<file path="config.mk">
export PLATFORM = sky130hd
export DESIGN_NAME = rate_counter_gen
export DESIGN_NICKNAME = d
export VERILOG_FILES = /design/src/rtl/rate_counter_gen.sv
export SDC_FILE = /design/constraint.sdc
export NUM_CORES = 1
export LEC_CHECK = 0
export CAP_MARGIN = 20
export CORE_ASPECT_RATIO = 1.5
export CORE_MARGIN = 8
export CORE_UTILIZATION = 30
export DETAILED_ROUTE_END_ITERATION = 8
export SYNTH_ARGS = -nofsm -noshare
export SYNTH_HDL_FRONTEND = slang
export SYNTH_SLANG_ARGS = --single-unit
</file>
<file path="constraint.sdc">
create_clock -name clk -period 3.5 [get_ports clk]
set_input_delay 0.875 -clock clk [delete_from_list [all_inputs] [get_ports clk]]
set_output_delay 0.875 -clock clk [all_outputs]
set_load 0.02 [all_outputs]
</file>
<file path="src/rtl/rate_counter_gen.sv">
// Programmable-rate up/down counter: a shared prescaler with four run-time selectable divide ratios
// drives a modulo-(MAX_COUNT+1) counter. Define RATE_COUNTER_SAT_EN to make the counter saturate instead of wrap.
module rate_counter_gen #(
  parameter int WIDTH     = 4,
  parameter int MAX_COUNT = 15,
  parameter int DIV_W     = 28,
  parameter int DIV0      = 1,
  parameter int DIV1      = 50000000,
  parameter int DIV2      = 100000000,
  parameter int DIV3      = 200000000
) (
  input  logic             clk,
  input  logic             clear,
  input  logic [1:0]       rate_sel,
  input  logic             run,
  input  logic             up,
  input  logic             load,
  input  logic [WIDTH-1:0] load_val,
  output logic             tick,
  output logic             wrap,
  output logic [WIDTH-1:0] count
);

  localparam logic [WIDTH-1:0] MAX_VAL    = WIDTH'(MAX_COUNT);
  localparam bit               FULL_RANGE = (MAX_COUNT == (1 << WIDTH) - 1);
  localparam logic [DIV_W-1:0] RELOAD0    = DIV_W'(DIV0 - 1);
  localparam logic [DIV_W-1:0] RELOAD1    = DIV_W'(DIV1 - 1);
  localparam logic [DIV_W-1:0] RELOAD2    = DIV_W'(DIV2 - 1);
  localparam logic [DIV_W-1:0] RELOAD3    = DIV_W'(DIV3 - 1);

  logic [DIV_W-1:0] pre;
  logic [DIV_W-1:0] pre_nxt;
  logic [DIV_W-1:0] reload;
  logic [1:0]       sel_q;
  logic             sel_chg;
  logic [WIDTH-1:0] load_clamped;
  logic [WIDTH-1:0] count_nxt;
  logic             wrap_nxt;

  // Reload always follows the live selection: on a change it starts the new period at once.
  always_comb begin
    unique case (rate_sel)
      2'd0:    reload = RELOAD0;
      2'd1:    reload = RELOAD1;
      2'd2:    reload = RELOAD2;
      default: reload = RELOAD3;
    endcase
  end

  assign sel_chg = (rate_sel != sel_q);
  assign tick    = run & ~sel_chg & (pre == '0);

  // A full-range counter can never receive an out-of-range load value.
  generate
    if (FULL_RANGE) begin : g_no_clamp
      assign load_clamped = load_val;
    end else begin : g_clamp
      assign load_clamped = (load_val > MAX_VAL) ? MAX_VAL : load_val;
    end
  endgenerate

  always_comb begin
    // NOTE: every output of a combinational block gets a default first, so no path can infer a latch.
    pre_nxt = pre;
    if (sel_chg)         pre_nxt = reload;
    else if (!run)       pre_nxt = pre;
    else if (pre == '0)  pre_nxt = reload;
    else                 pre_nxt = pre - 1'b1;
  end

  always_comb begin
    count_nxt = count;
    wrap_nxt  = 1'b0;
    if (load) begin
      count_nxt = load_clamped;
    end else if (tick && up) begin
      if (count == MAX_VAL) begin
`ifdef RATE_COUNTER_SAT_EN
        count_nxt = MAX_VAL;
`else
        count_nxt = '0;
        wrap_nxt  = 1'b1;
`endif
      end else begin
        count_nxt = count + 1'b1;
      end
    end else if (tick && !up) begin
      if (count == '0) begin
`ifdef RATE_COUNTER_SAT_EN
        count_nxt = '0;
`else
        count_nxt = MAX_VAL;
        wrap_nxt  = 1'b1;
`endif
      end else begin
        count_nxt = count - 1'b1;
      end
    end
  end

  always_ff @(posedge clk) begin
    // NOTE: state registers use non-blocking assignments so every flop samples pre-edge values.
    if (clear) begin
      pre   <= '0;
      sel_q <= 2'd0;
      count <= '0;
      wrap  <= 1'b0;
    end else begin
      pre   <= pre_nxt;
      sel_q <= rate_sel;
      count <= count_nxt;
      wrap  <= wrap_nxt;
    end
  end

endmodule

</file>
==> results.cfg <==
[run_status]
run_status = finished clean

[global_route]
antenna_found_initial = 0
overflow = 0
grt_first_pass_wirelength_mm = 14.2
grt.total_usage_pct = 16.4
via_count_of_the_first_global_routing_pass = 2721
grt_max_degree = 29

[floorplanning]
start_util_pct = 30.7
core_area_um2 = 7960
die-height_um = 127
std_cell_rows = 40
dieArea_um2 = 11300
design.portCount = 17
die_w_um = 89.7

[logic_synthesis]
synth.lib_cells_used.distinct = 64
post_synth_main_area_contributors = dfxtp_1 29%, ha_1 4.1%, nor3_1 4.1%
yosysMostFrequentCell = dfxtp_1
synth_common_cells = 35 x dfxtp_1, 24 x nor2_1, 22 x nand2_1
seq_area_frac_synth_pct = 28.7
synth.largest_area_cell = dfxtp_1
synthesis.area_um2 = 2440
yosys_register_bits = 35
synth-main-ff-cell = dfxtp_1
postSynthCellCount = 310
synth_edf_count = 0
postSynthNetCount = 329
yosysTopAreaCellShare_pct = 28.7
fraction_of_registers_with_async_set_reset_pct = 0
yosysWarnings = 0
post_synth.cell_area_avg_um2 = 7.88

[worst_setup_path]
crit_arrival_ps = 2470
crit_path_start_kind = input port
critPathCaptureType = output port
worst-path-max-fanout = 2
critPathRequiredTime_ps = 2620
critPathMaxStageDelay_ps = 430
path_cells = clkdlybuf4s50_1, xor2_1, or2_2, nor4_2, dlygate4sd2_1
reg2reg_setup_slack_ps = 990
critPathKind = input port to output port
critical-path-slowest-cell = clkdlybuf4s50_1

[sta]
timing.clock.skew_ps = 3.31
postLayoutSetupSlackWorst_ps = 158
whs_ps = 479
finalCritPeriodShare_pct = 95.5
period_minus_slack_ps = 3340
worst_pin_slew_ps = 583
max_freq_mhz = 299
tns_ps = 0
normalized_max_slew_margin_pct = 60.7
drv_slew = 0
timing.final.setup_violations = 0
hold_viol = 0
grt_setup_unrepaired = no

[final_layout]
finish.net_count = 361
insertedDiodeCount = 0
area_growth_pct = 22.2
final_cells = 448
post_route_cells_drive_above_1_share_pct = 12.2

[routing]
detail_route.iter0.violations = 190
post_drt_via_cell_ratio = 6.02
residual_drc_count = 0
ant_nets = 0
drt-pass1-iter-count = 5
dr_total_vias = 2695
routed_wirelength_mm = 8.63
post_drt_wl_per_cell_um = 19.3

[cts]
path_clk_slew_ps = 60
tritoncts_clock_tree = built
max-clock-path-buffers = 2
cts.htree.levels = 2
worst_skew_pair_latency_ps = 290
clock_sinks = 35
tritoncts.num_buffers = 5
postCtsSetupRepairBufs = 0
cts_root_buffer = clkbuf_16

[placed_design]
port-buffer-count = 16
placer_s_final_routability_congestion_estimate = 0.980
post-place-cells = 440
place_worst_setup_slack_ps = -158
dpl.hpwl_mm = 6.40

[power_and_ir_drop]
ir_drop_mv = 0.146
cellLeakagePower_nw = 1.06
power_density_nw_per_um2 = 424
power_mw = 1.27

[flow_run]
max_cap_viol_count = 0

[min_path]
min-delay-path-class = register to register
timing repair:
action,4_1_cts,5_1_grt
setup endpoints to repair,1,0
resized for setup,1,0
hold buffers,0,0
where the power goes:
group / switching, mW / total [mW] / internal [mW] / leakage, nW
Sequential: 0.0466 / 0.480 / 0.434 / 0.290
Clock: 0.176 / 0.439 / 0.263 / 0.0679
Combinational: 0.209 / 0.349 / 0.140 / 0.701
registers in the layout, summed over array words and instances (netlist names):
signal	flops
wrap	1
count	4
pre	28
sel_q	2
per-stage QoR:
stage / instance area, um2 / util, %
after floorplan: 2440 / -
after CTS: 2990 / 37.5
final: 2990 / 37.5
after global placement: 2850 / 35.8
after global routing: 2990 / 37.5
after detailed placement: 2850 / 35.8
worst paths after layout:
| check | startpoint | endpoint | cells after the start |
|---|---|---|---|
| setup / recovery | rate_sel[1] | tick | 5 |
| hold / removal | pre[11] | pre[11] | 2 |
| setup reg to reg | pre[15] | pre[7] | 6 |
| hold reg to reg | pre[11] | pre[11] | 2 |
metal layers:
| layer | up-vias | track usage, % | part of all wire (%) |
|---|---|---|---|
| li1 | 1271 | - | - |
| met1 | 1278 | 17.0 | 38 |
| met2 | 109 | 27.2 | 50 |
| met3 | 37 | 3.49 | 5.6 |
| met4 | 0 | 13.2 | 6.5 |
| met5 | - | 0 | 0 |
layout by cell type (no fill, tap or decap), types with 2 or more instances in the layout:
| cell type | instances |
|---|---|
| nor2_1 | 24 |
| nor2b_1 | 3 |
| dfxtp_1 | 35 |
| nand4_1 | 13 |
| o21ai_0 | 9 |
| a22oi_1 | 3 |
| a311oi_1 | 3 |
| nor3b_1 | 2 |
| clkbuf_16 | 5 |
| o211ai_1 | 8 |
| a311o_1 | 2 |
| nor4_1 | 14 |
| nand3b_1 | 2 |
| o41ai_1 | 2 |
| and4_1 | 4 |
| or2_2 | 4 |
| clkdlybuf4s50_1 | 15 |
| clkbuf_1 | 2 |
| inv_1 | 16 |
| a31oi_1 | 6 |
| a21o_1 | 3 |
| nand3_1 | 11 |
| nand2b_1 | 3 |
| or3_1 | 9 |
| a211oi_1 | 3 |
| nor3_1 | 20 |
| xor2_1 | 2 |
| buf_4 | 22 |
| mux2i_1 | 8 |
| nand2_1 | 22 |
| o211a_1 | 2 |
| or4_1 | 5 |
| ha_1 | 8 |
| nor4_2 | 2 |
| o31ai_1 | 2 |
| a21oi_1 | 13 |
| a2111o_1 | 2 |
| o22ai_1 | 3 |
| a32o_1 | 2 |
cells by family after synthesis:
kind of cell	synth area share (%)
AO/OA/AOI/OAI	24.3
adder cells (fa/ha/maj)	4.10
XOR/XNOR	1.08
buffers and inverters	4.66
AND/OR/NAND/NOR	33.5
multiplexers	3.74
flip-flops	28.7
worst max-delay path: cells and delay by family:
kind | cells | cell delay [ps]
buf+inv | 2 | 800
simple gates | 2 | 620
xor+xnor | 1 | 170
cell type report:
class                   count  area (um2)
fillers                   813        4970
multi-input cells         245        1630
flip-flops and latches     35         701
repair buffers             38         324
clock buffers               7         133
well taps                 105         131
inverters                  17        63.8
clock inverters             1        5.00
Power figures use the tool's default switching activity.
